### src/rtl/display_scan_controller_pkg.sv
// Shared definitions for the multiplexed seven-segment scan controller:
// FSM encodings, segment bit positions and the all-dark output values.
package display_scan_controller_pkg;

  typedef enum logic [1:0] {
    ST_OFF   = 2'd0,
    ST_DRIVE = 2'd1,
    ST_BLANK = 2'd2
  } scan_state_e;

  // Segment masks in seg bit order {g,f,e,d,c,b,a}, active-high before inversion.
  localparam logic [6:0] SEG_A = 7'b000_0001;
  localparam logic [6:0] SEG_B = 7'b000_0010;
  localparam logic [6:0] SEG_C = 7'b000_0100;
  localparam logic [6:0] SEG_D = 7'b000_1000;
  localparam logic [6:0] SEG_E = 7'b001_0000;
  localparam logic [6:0] SEG_F = 7'b010_0000;
  localparam logic [6:0] SEG_G = 7'b100_0000;

  localparam logic [7:0] AN_ALL_OFF  = 8'hFF;
  localparam logic [6:0] SEG_ALL_OFF = 7'h7F;
  localparam logic       DP_OFF      = 1'b1;

endpackage

### src/rtl/display_scan_controller_hex7seg.sv
// Combinational hex nibble to active-low seven-segment decoder.
module hex7seg
  import display_scan_controller_pkg::*;
(
  input  logic [3:0] nib_i,
  output logic [6:0] seg_o
);

  logic [6:0] lit;

  always_comb begin
    lit = '0;
    case (nib_i)
      4'h0: lit = SEG_A | SEG_B | SEG_C | SEG_D | SEG_E | SEG_F;
      4'h1: lit = SEG_B | SEG_C;
      4'h2: lit = SEG_A | SEG_B | SEG_D | SEG_E | SEG_G;
      4'h3: lit = SEG_A | SEG_B | SEG_C | SEG_D | SEG_G;
      4'h4: lit = SEG_B | SEG_C | SEG_F | SEG_G;
      4'h5: lit = SEG_A | SEG_C | SEG_D | SEG_F | SEG_G;
      4'h6: lit = SEG_A | SEG_C | SEG_D | SEG_E | SEG_F | SEG_G;
      4'h7: lit = SEG_A | SEG_B | SEG_C;
      4'h8: lit = SEG_A | SEG_B | SEG_C | SEG_D | SEG_E | SEG_F | SEG_G;
      4'h9: lit = SEG_A | SEG_B | SEG_C | SEG_D | SEG_F | SEG_G;
      4'hA: lit = SEG_A | SEG_B | SEG_C | SEG_E | SEG_F | SEG_G;
      4'hB: lit = SEG_C | SEG_D | SEG_E | SEG_F | SEG_G;
      4'hC: lit = SEG_A | SEG_D | SEG_E | SEG_F;
      4'hD: lit = SEG_B | SEG_C | SEG_D | SEG_E | SEG_G;
      4'hE: lit = SEG_A | SEG_D | SEG_E | SEG_F | SEG_G;
      4'hF: lit = SEG_A | SEG_E | SEG_F | SEG_G;
      default: lit = '0;
    endcase
  end

  assign seg_o = ~lit;

endmodule

### src/rtl/display_scan_controller.sv
// Eight-digit multiplexed seven-segment scanner with double-buffered frames
// that only swap at frame wrap (or while dark), so a frame never tears.
module display_scan_controller
  import display_scan_controller_pkg::*;
#(
  parameter int unsigned REFRESH_DIV  = 125000,
  parameter int unsigned BLANK_CYCLES = 1000
) (
  input  logic        clk,
  input  logic        reset,
  input  logic        enable,
  input  logic [31:0] digits_in,
  input  logic [7:0]  dp_in,
  input  logic        load_valid,
  output logic        load_ready,
  output logic [7:0]  an,
  output logic [6:0]  seg,
  output logic        dp,
  output logic        frame_tick
);

  localparam int unsigned T_MAX = (REFRESH_DIV > BLANK_CYCLES) ? REFRESH_DIV : BLANK_CYCLES;
  localparam int TW = $clog2(T_MAX + 1);
  localparam logic [TW-1:0] DRIVE_LAST = TW'(REFRESH_DIV - 1);
  localparam logic [TW-1:0] BLANK_LAST = TW'(BLANK_CYCLES - 1);

  scan_state_e   state_q, state_d;
  logic [2:0]    idx_q, idx_d;
  logic [TW-1:0] timer_q, timer_d;
  logic [31:0]   act_dig_q, act_dig_d, pend_dig_q, pend_dig_d;
  logic [7:0]    act_dp_q, act_dp_d, pend_dp_q, pend_dp_d;
  logic          pend_q, pend_d;
  logic [7:0]    an_q, an_d;
  logic [6:0]    seg_q, seg_d;
  logic          dp_q, dp_d;
  logic          tick_q, tick_d;
  logic          wrap, commit, accept;
  logic [3:0]    nib;
  logic [6:0]    hex_seg;

  always_ff @(posedge clk or posedge reset) begin
    if (reset) begin
      state_q    <= ST_OFF;
      idx_q      <= '0;
      timer_q    <= '0;
      act_dig_q  <= '0;
      act_dp_q   <= '0;
      pend_dig_q <= '0;
      pend_dp_q  <= '0;
      pend_q     <= 1'b0;
      an_q       <= AN_ALL_OFF;
      seg_q      <= SEG_ALL_OFF;
      dp_q       <= DP_OFF;
      tick_q     <= 1'b0;
    end else begin
      state_q    <= state_d;
      idx_q      <= idx_d;
      timer_q    <= timer_d;
      act_dig_q  <= act_dig_d;
      act_dp_q   <= act_dp_d;
      pend_dig_q <= pend_dig_d;
      pend_dp_q  <= pend_dp_d;
      pend_q     <= pend_d;
      an_q       <= an_d;
      seg_q      <= seg_d;
      dp_q       <= dp_d;
      tick_q     <= tick_d;
    end
  end

  always_comb begin
    state_d    = state_q;
    idx_d      = idx_q;
    timer_d    = timer_q;
    act_dig_d  = act_dig_q;
    act_dp_d   = act_dp_q;
    pend_dig_d = pend_dig_q;
    pend_dp_d  = pend_dp_q;
    pend_d     = pend_q;
    wrap       = 1'b0;
    accept     = load_valid && !pend_q;

    if (!enable) begin
      state_d = ST_OFF;
      idx_d   = '0;
      timer_d = '0;
    end else begin
      case (state_q)
        ST_OFF: begin
          state_d = ST_DRIVE;
          idx_d   = '0;
          timer_d = '0;
        end
        ST_DRIVE: begin
          if (timer_q == DRIVE_LAST) begin
            state_d = ST_BLANK;
            timer_d = '0;
          end else begin
            timer_d = timer_q + TW'(1);
          end
        end
        ST_BLANK: begin
          if (timer_q == BLANK_LAST) begin
            state_d = ST_DRIVE;
            timer_d = '0;
            idx_d   = idx_q + 3'd1;
            wrap    = (idx_q == 3'd7);
          end else begin
            timer_d = timer_q + TW'(1);
          end
        end
        default: state_d = ST_OFF;
      endcase
    end

    // A dark display cannot tear, so a disable commits the pending frame too.
    commit = pend_q && (wrap || !enable);
    if (commit) begin
      act_dig_d = pend_dig_q;
      act_dp_d  = pend_dp_q;
      pend_d    = 1'b0;
    end
    if (accept) begin
      pend_dig_d = digits_in;
      pend_dp_d  = dp_in;
      pend_d     = 1'b1;
    end
  end

  // Outputs are decoded from the next state so they land with the state itself.
  assign nib = act_dig_d[{idx_d, 2'b00} +: 4];

  hex7seg u_hex7seg (
    .nib_i (nib),
    .seg_o (hex_seg)
  );

  always_comb begin
    an_d   = AN_ALL_OFF;
    seg_d  = SEG_ALL_OFF;
    dp_d   = DP_OFF;
    tick_d = wrap;
    if (state_d == ST_DRIVE) begin
      an_d  = ~(8'd1 << idx_d);
      seg_d = hex_seg;
      dp_d  = ~act_dp_d[idx_d];
    end
  end

  assign load_ready = !pend_q;
  assign an         = an_q;
  assign seg        = seg_q;
  assign dp         = dp_q;
  assign frame_tick = tick_q;

endmodule

### config.mk
export PLATFORM = sky130hd
export DESIGN_NAME = display_scan_controller
export DESIGN_NICKNAME = d
export VERILOG_FILES = /design/src/rtl/display_scan_controller_pkg.sv /design/src/rtl/display_scan_controller_hex7seg.sv /design/src/rtl/display_scan_controller.sv
export SDC_FILE = /design/constraint.sdc
export NUM_CORES = 1
export LEC_CHECK = 0
export ABC_AREA = 1
export CAP_MARGIN = 0
export CORE_MARGIN = 2
export CORE_UTILIZATION = 40
export CTS_BUF_LIST = sky130_fd_sc_hd__clkbuf_4
export CTS_CLUSTER_SIZE = 20
export DETAILED_ROUTE_END_ITERATION = 10
export GPL_ROUTABILITY_DRIVEN = 0
export PLACE_DENSITY = 0.6
export SLEW_MARGIN = 20
export SYNTH_ARGS = -nofsm -noshare
export SYNTH_HDL_FRONTEND = slang
export SYNTH_SLANG_ARGS = --single-unit
### constraint.sdc
create_clock -name clk -period 5.7 [get_ports clk]
set_input_delay 1.14 -clock clk [delete_from_list [all_inputs] [get_ports clk]]
set_output_delay 1.14 -clock clk [all_outputs]
set_load 0.01 [all_outputs]
==> results list, run 1 <==
- Sequential cells burn 48.9% of the power.
* Avg Cell Area, Syn: 8.51 sq um
* Share of the clock period used by the worst path after layout: 64.9%
- Net Switching: 0.717 mW
- The tree is rooted in a sky130_fd_sc_hd__clkbuf_4.
- Data required time at the worst endpoint: 6.16 ns
- In this run the tightest slew margin relative to its limit is between 30 and 40%.
- Synthesized instance count: 688
* Cell family with most CP delay: buffers and inverters
- Worst endpoint data arrival time: approximately 4.2 ns
* Total DRC errors in the routed layout: 0
- In the global route stage, overall resource usage came out at 17.9%.
- 0 antenna diodes ended up in the layout.
- Overall power consumption after layout is estimated at about 2.2 mW.
- The worst register-to-register path ends at seg[3].
- Entering global routing, the biggest net connects 84 pins.
- After detailed placement, the design holds a cell count of slightly above 900.
- By startpoint and endpoint, the worst setup path is classified as in -> reg.
- Static leakage: around 3.3 nW
* Max capacitance violation total: 0
- Global routing finished with a remaining overflow of 0.
- Path category of the worst min-delay check: reg -> reg
* Height of the die: 125 microns
- The wire-length estimate of the detail-placed layout is 9280 microns.
- Wire length of the first global-routing pass: ~23000 microns
- Cell Pwr Density: 320 nW/um^2
- Clk pin slew, worst setup/hold paths: 0.11 ns
- Critical R2R Launch: timer_q[0]
- Clock share of power: around 28%
- First-pass iteration count of the detailed router: 5
* Reg2Reg Setup Slack: roughly 2.1 ns
- Max-slew violation total from the final report: 0
* Number of sinks on the clock net: 120
- Per-cell via count in the routed design: 4.91
* VDD IR-drop max: 0.158 mV
- For this run, the number of Yosys warnings is 0.
* Setup TNS: 0 ns
* FMAX: 270 MHz
- The number of hold violations in the final report is 0.
- Final setup violating endpoints: 0
- Setup repair after global routing left no endpoint under its margin.
- Status: complete, no violations
- CP Launch Point: enable
* Number of top-level design ports: 62
- WHS Path Cells: 2
* Portion of the post-synthesis area used by sequential elements: 51.6%
- After synthesis, the netlist uses 36 different library cells.
* Worst hold margin: 0.484 ns
- Row generation in the floorplan step produced 44 rows.
- In the synthesized netlist the dominant register cell turns out to be sky130_fd_sc_hd__dfrtp_1.
- Post-layout instance count excluding filler cells: 949
- # port buffers: 61
- Post-CTS resize count: 0
- Comb pwr share: 23.2%
- Cell taking the most area after synthesis: sky130_fd_sc_hd__dfrtp_1
* EDFF count, synth: 0
- Internal power comes to 1.49 mW.
* Crit path largest cell delay: approximately 0.72 ns
- CTS max path bufs: 2
- Netlist Area Pre-Place: 5850 sq um
- Initial antenna violation count: 0
- Hold Buf Count CTS: 0
- At the end of the flow, the number of nets in the layout was 809.
- Number of buffers added for setup after CTS: 0
* Setup crit end kind: flop
- For this block, the initial DRC count from the detailed router was roughly 430.
- Fillers: 1426
* Final ANT Viol Nets: 0
- After synthesis, the largest area contributor takes up about 44% of total cell area.
- For this configuration, the core starts out at a cell density of between 40% and 50%.
* DP Area: 6610 sq um
* Chain of cells forming the critical path: clkdlybuf4s50_1 -> nand2_1 -> buf_4 -> nand2_2 -> buf_4 -> nand2_1 -> o21ai_2 -> inv_2 -> a21oi_1 -> nand2_1 -> nand2_2 -> inv_1 -> ha_1 -> nand3_1 -> nand2_1 -> nand2_1 -> nand3_1
- Post-Synthesis Net Count: roughly 750
* CTS Buf Count: 17
- In the final layout, the share of cells above drive strength 1 is 14.4%.
* Slew of the pin with the lowest slew margin: around 1.0 ns
* Std-Cell Core Area: 14400 sq um
- For the worst-skew pair, the clock arrives at the later sink with an insertion delay of 0.55 ns.
* Register bit total from synthesis: 120
* Switching share of power: around a third
- The worst setup path is launched from a primary input.
- Commonest cells after routing, fill and taps aside: sky130_fd_sc_hd__nand2_1, sky130_fd_sc_hd__dfrtp_1, sky130_fd_sc_hd__inv_1
* Total vias in the final route: 4664
- The clock period could shrink to 3.70 ns.
- For this run, asynchronously set or reset flops after synthesis account for 100%.
* Depth of the worst register-to-register path: 22
* Mean routed wirelength per cell: 13.8 microns
- Total detailed-routing wirelength: 13100 microns
- Critical path buffers and inverters: 5
- Die W: approximately 120 microns
* Worst Min Path Start: act_dig_q[19]
- Leaving out fill and tap cells, the most frequent cell in the layout is sky130_fd_sc_hd__nand2_1.
- The via count of the first global-routing pass came to 4684.
- Between clock sinks in the finished design, the worst skew comes to 0.0208 ns.
- TritonCTS built the clock tree.
- Largest fanout on the critical path: 30
- Crit path to: seg[3]
* Most repeated library cell on the critical path: sky130_fd_sc_hd__nand2_1
- Levels on crit path: 17
- For this design, the slowest cell found on the critical path is sky130_fd_sc_hd__clkdlybuf4s50_1.
* Die Area: 15600 sq um
* Clock H-tree levels: 4
- Cell types with the largest area share after synthesis: sky130_fd_sc_hd__dfrtp_1, sky130_fd_sc_hd__nand2_1, sky130_fd_sc_hd__dfstp_2, sky130_fd_sc_hd__inv_1, sky130_fd_sc_hd__nand3_1
* Relative area change from synthesis to final layout: 17.8%
* Post-route standard cell area excluding fillers: 6900 sq um
[synthesized netlist by cell type, types with 4 or more instances]
| cell type | instances |
|---|---|
| sky130_fd_sc_hd__nand3_1 | 63 |
| sky130_fd_sc_hd__buf_6 | 6 |
| sky130_fd_sc_hd__dfrtp_1 | 104 |
| sky130_fd_sc_hd__nand4_1 | 6 |
| sky130_fd_sc_hd__o21ai_0 | 10 |
| sky130_fd_sc_hd__nor4_1 | 4 |
| sky130_fd_sc_hd__inv_1 | 99 |
| sky130_fd_sc_hd__nor2_1 | 82 |
| sky130_fd_sc_hd__clkbuf_1 | 9 |
| sky130_fd_sc_hd__ha_1 | 13 |
| sky130_fd_sc_hd__nand2_1 | 134 |
| sky130_fd_sc_hd__nand2_2 | 10 |
| sky130_fd_sc_hd__inv_2 | 12 |
| sky130_fd_sc_hd__xor2_1 | 7 |
| sky130_fd_sc_hd__nor2_4 | 5 |
| sky130_fd_sc_hd__buf_2 | 6 |
| sky130_fd_sc_hd__nor3_1 | 11 |
| sky130_fd_sc_hd__o21ai_1 | 15 |
| sky130_fd_sc_hd__dfstp_2 | 16 |
| sky130_fd_sc_hd__a21oi_1 | 36 |
| sky130_fd_sc_hd__mux2_2 | 15 |
[power groups by stage]
| stage | sequential [mW] | clock (mW) | combinational [mW] |
|---|---|---|---|
| final | 1.08 | 0.617 | 0.512 |
| after global routing | 1.10 | 0.673 | 0.589 |
| after global placement | 1.09 | 0 | 0.494 |
| after floorplan | 1.08 | 0 | 0.364 |
| after CTS | 1.08 | 0.635 | 0.515 |
| after detailed placement | 1.10 | 0 | 0.509 |
[registers in the layout, indices dropped and copies added (netlist names)]
name and cells:
frame_tick 1, act_dig_q 32, act_dp_q 8, pend_dig_q 32, an 8, seg 7, pend_dp_q 8, idx_q 3
state_q 2, dp 1, timer_q 17, pend_q 1
[metrics by stage]
stage	setup slack [ns]	util, %
after global placement	1.59	45.8
after CTS	2.07	47.8
after global routing	1.79	47.8
after floorplan	1.40	-
after detailed placement	1.50	45.8
final	2.00	47.8
[area by class of cell]
class	count	area, sq um	area share (%)
Tap cell	184	230	3.34
Clock inverter	14	150	2.18
Timing Repair Buffer	68	663	9.62
Sequential cell	120	3020	43.8
Clock buffer	18	135	1.96
Multi-Input combinational cell	433	2270	32.9
Inverter	112	425	6.17
[per-layer routing]
layer | vias to the layer above | part of all wire (%) | global-route usage, %
li1 | 2306 | - | -
met1 | 2193 | 47 | 24.2
met2 | 132 | 45 | 27.9
met3 | 33 | 5.1 | 4.84
met4 | 0 | 2.1 | 6.67
met5 | - | 0 | 0
[logic make-up (layout without fill, tap and decap cells)]
logic type,after synthesis,in the layout,synth area share (%)
AO/OA/AOI/OAI,71,71,6.56
flip-flops,120,120,51.6
XOR/XNOR,7,7,1.05
multiplexers,15,15,2.89
AND/OR/NAND/NOR,327,327,25.5
buffers and inverters,135,212,9.62
adder cells (fa/ha/maj),13,13,2.78
[worst reg2reg max path, cell delays in order (launching register included)]
cell                      delay, ns
sky130_fd_sc_hd__dfrtp_1       0.41
sky130_fd_sc_hd__ha_1          0.22
sky130_fd_sc_hd__nand2_2       0.11
sky130_fd_sc_hd__nor2_4        0.13
sky130_fd_sc_hd__nand2_1       0.08
sky130_fd_sc_hd__nor2_1        0.11
sky130_fd_sc_hd__nand4_1       0.15
sky130_fd_sc_hd__nand2_1       0.10
sky130_fd_sc_hd__buf_4         0.25
sky130_fd_sc_hd__nand2_2       0.36
sky130_fd_sc_hd__buf_4         0.36
sky130_fd_sc_hd__o21ai_0       0.21
sky130_fd_sc_hd__nand2_1       0.08
sky130_fd_sc_hd__nand2_1       0.06
sky130_fd_sc_hd__nor2_1        0.04
sky130_fd_sc_hd__nand2_1       0.07
sky130_fd_sc_hd__nand2_2       0.11
sky130_fd_sc_hd__inv_1         0.13
sky130_fd_sc_hd__ha_1          0.19
sky130_fd_sc_hd__nand3_1       0.14
sky130_fd_sc_hd__nand2_1       0.12
sky130_fd_sc_hd__nand2_1       0.05
sky130_fd_sc_hd__nand3_1       0.07
[how the worst min path moves through the flow]
stage,to
after floorplan,act_dig_q[19]
after global placement,act_dp_q[5]
after detailed placement,act_dig_q[19]
after CTS,act_dig_q[19]
after global routing,act_dp_q[6]
final,act_dig_q[19]
(Power assumes the default switching activity.)
==> run 2, diff against run 1 <==
clock period = 3.8 ns   (was 5.7 ns; I/O delays follow)
==> run 2 against run 1 <==
Net effect: global-route usage down 0.61 points; sequential cell count stayed put; critical path depth grew 3; routed wire length shrank 2.9%; clock skew fell by 0.0014 ns; combinational power grew 49%; largest cell class unchanged.
==> results list, run 2 (synthesis results as in run 1) <==
* Max capacitance violation total: 0
* Wire length of the first global-routing pass: 21700 microns
* FMAX: around 330 MHz
- Setup repair after global routing missed its margin: false
- End of the worst hold path: act_dig_q[19]
- Clock tree from TritonCTS: done
- After detailed placement, the design holds a cell count of 917.
- The most numerous cell type found on the critical path is sky130_fd_sc_hd__nand2_1.
- Sequential share of power: 49.4%
- The H-tree generated during clock tree synthesis spans 4 levels.
- Maximum number of pins on one net before global-route repair: between 100 and 150
- First-pass iteration count of the detailed router: 5
- Clock period minus final worst setup slack: 3.04 ns
* Number of top-level design ports: 62
- Final ANT Viol Nets: 0
* Overall overflow remaining after global route: 0
- Worst relative slew slack: between 30 and 40%
* Worst Min Path Start: act_dig_q[19]
- Buffers inserted during clock tree synthesis total 17.
- Total DRC errors in the routed layout: 0
* Diodes inserted: 0
- In this run, the combinational gates consume 23.4% of the power.
- The number of antenna violations at the first check in global routing is 0.
* Overall global routing resource usage: 17.3%
- The critical path runs through a total of 20 cells.
- The largest single stage delay on the critical path is 0.42 ns.
- Total power: ~3.3 mW
- Setup TNS: 0 ns
- Static leakage: 3.33 nW
- After routing the design area is just under 7000 sq um.
- On the critical path the largest part of the delay comes from simple AND/OR/NAND/NOR gates.
* Top Registers: act_dig_q x32, pend_dig_q x32, timer_q x17
- The floorplan has 44 rows.
- Wires add up to roughly 13000 microns.
* Final nets: 809
* Share of the clock period used by the worst path after layout: 80.1%
* Hold Buf Count CTS: 0
- Excluding fillers, the count of instances in the completed layout stands at 949.
* Post-route clock skew: 0.0194 ns
- The clock passes through at most 2 buffers.
- The worst setup path is launched from a flop.
- Clock share of power: 27.2%
- Clock latency on the worst-skew pair, taken at its later pin, is 0.54 ns.
* Relative area change from synthesis to final layout: 18.0%
- Capturing point of the worst reg2reg path: seg[3]
* Reg2Reg Setup Slack: 0.76 ns
- Die Area: between 15000 and 20000 sq um
* Cell Pwr Density: 474 nW/um^2
- Internal power: between 2 and 2.5 mW
* Std-Cell Core Area: 14400 sq um
- Post-route setup slack: 0.758 ns
- Layer carrying the most global-route usage: met2
- Switching share of power: a little under a third
* Number of sinks on the clock net: 120
- Once the clock tree was built, the resizer swapped 0 gates to a different size.
- Met2 usage: a little over a quarter
* Depth of the worst register-to-register path: 20
* Global routing met3 resource utilization: 4.24%
- Total vias in the final route: between 4000 and 5000
- Buffers added to address setup during post-CTS repair amount to 0.
- Count of routing violations after the opening detailed-route iteration: 326
- In this run the power spent charging and discharging nets is 1.03 mW.
* Die W: roughly 120 microns
- Path category of the worst min-delay check: reg -> reg
- The number of hold violations in the final report is 0.
- The largest individual stage delay along the critical path comes from the cell sky130_fd_sc_hd__dfrtp_1.
* HPWL after DPL: 8780 microns
* DP Area: 6640 sq um
- Most common library cell in the layout ignoring fill and taps: sky130_fd_sc_hd__nand2_1
- Worst hold margin: 0.488 ns
- Chain of cells forming the critical path: ha_1 -> nand2_2 -> nor2_4 -> nand2_1 -> nor2_1 -> nand4_1 -> nand2_1 -> nand2_2 -> buf_12 -> o21ai_0 -> nor2_1 -> nor2_1 -> nand2_1 -> nand2_2 -> inv_1 -> ha_1 -> nand3_1 -> nand2_1 -> nand2_1 -> nand3_1
- Clk pin slew, worst setup/hold paths: 0.10 ns
- Initial Utilization: 40.6%
- Root buffer selected by CTS: sky130_fd_sc_hd__clkbuf_4
- At the pin with the least slew margin, the transition time is 1.01 ns.
- VDD IR-drop max: roughly 0.21 mV
* Final setup violating endpoints: 0
- In the global route stage, met1 resource usage came out at 22.8%.
* Final Core Density: 47.9%
* Mean routed wirelength per cell: 13.4 microns
- The worst setup path is of the reg -> reg kind.
* Worst endpoint data arrival time: 3.49 ns
- Height of the die: 125 microns
- Together, buffers and inverters on the worst path number 2.
* Status: complete, no violations
* WHS Path Cells: 2
- Data required time at the worst endpoint: 4.25 ns
- The max-slew violation count came to 0.
* Fraction of layout instances using a drive strength above 1: 14.4%
- Setup crit end kind: flop
- The library cells used most frequently in the layout, excluding fill and tap cells, are sky130_fd_sc_hd__nand2_1, sky130_fd_sc_hd__dfrtp_1, sky130_fd_sc_hd__inv_1.
- The via count of the first global-routing pass was 4516.
- In this run the critical register-to-register path is launched from timer_q[0].
- After detailed routing, the number of vias per cell comes to 4.81.
- In this run the worst path has a maximum fanout of 58.
- Post-placement setup slack: 0.428 ns
- # port buffers: 61
## run 2: cell count changes in the layout (fill, tap and decap cells not counted)
cell / before / now
sky130_fd_sc_hd__inv_6: 3 / 1
sky130_fd_sc_hd__clkbuf_4: 18 / 19
sky130_fd_sc_hd__buf_4: 7 / 5
sky130_fd_sc_hd__clkinv_2: 2 / 4
sky130_fd_sc_hd__buf_12: 0 / 2
sky130_fd_sc_hd__clkinvlp_4: 2 / 5
sky130_fd_sc_hd__clkinv_4: 5 / 1
## run 2: how the worst max path moves through the flow
stage,start,to,slack (ns)
detailed placement,enable,seg[0],0.43
global route,timer_q[0],seg[3],0.40
CTS,timer_q[0],seg[3],0.79
global placement,enable,seg[0],0.52
finish,timer_q[0],seg[3],0.76
floorplan,timer_q[0],seg[0],1.34
## run 2: worst register-to-register path: stages, from the launching register on
cell                      delay [ns]
sky130_fd_sc_hd__dfrtp_1        0.42
sky130_fd_sc_hd__ha_1           0.22
sky130_fd_sc_hd__nand2_2        0.11
sky130_fd_sc_hd__nor2_4         0.12
sky130_fd_sc_hd__nand2_1        0.07
sky130_fd_sc_hd__nor2_1         0.11
sky130_fd_sc_hd__nand4_1        0.14
sky130_fd_sc_hd__nand2_1        0.14
sky130_fd_sc_hd__nand2_2        0.08
sky130_fd_sc_hd__buf_12         0.22
sky130_fd_sc_hd__o21ai_0        0.28
sky130_fd_sc_hd__nor2_1         0.09
sky130_fd_sc_hd__nor2_1         0.10
sky130_fd_sc_hd__nand2_1        0.06
sky130_fd_sc_hd__nand2_2        0.14
sky130_fd_sc_hd__inv_1          0.11
sky130_fd_sc_hd__ha_1           0.21
sky130_fd_sc_hd__nand3_1        0.13
sky130_fd_sc_hd__nand2_1        0.08
sky130_fd_sc_hd__nand2_1        0.06
sky130_fd_sc_hd__nand3_1        0.06
## run 2: power by group through the flow
| stage | logic, mW | clock network (mW) | registers [mW] |
|---|---|---|---|
| 2_1_floorplan | 0.546 | 0 | 1.63 |
| 3_3_place_gp | 0.748 | 0 | 1.64 |
| 3_5_place_dp | 0.768 | 0 | 1.64 |
| 4_1_cts | 0.770 | 0.931 | 1.62 |
| 5_1_grt | 0.876 | 0.985 | 1.64 |
| 6_report | 0.765 | 0.890 | 1.62 |
## run 2: cell type report
cell class | count | area (sq um)
fillers | 1421 | 7510
flip-flops and latches | 120 | 3020
multi-input cells | 433 | 2270
repair buffers | 68 | 688
inverters | 112 | 424
well taps | 184 | 230
clock buffers | 19 | 143
clock inverters | 13 | 131
## run 2: per-layer routing
layer	share of wire, %	vias to the layer above
met3	4.4	25
li1	-	2288
met1	48	2147
met2	46	108
met5	0	-
met4	2.1	0
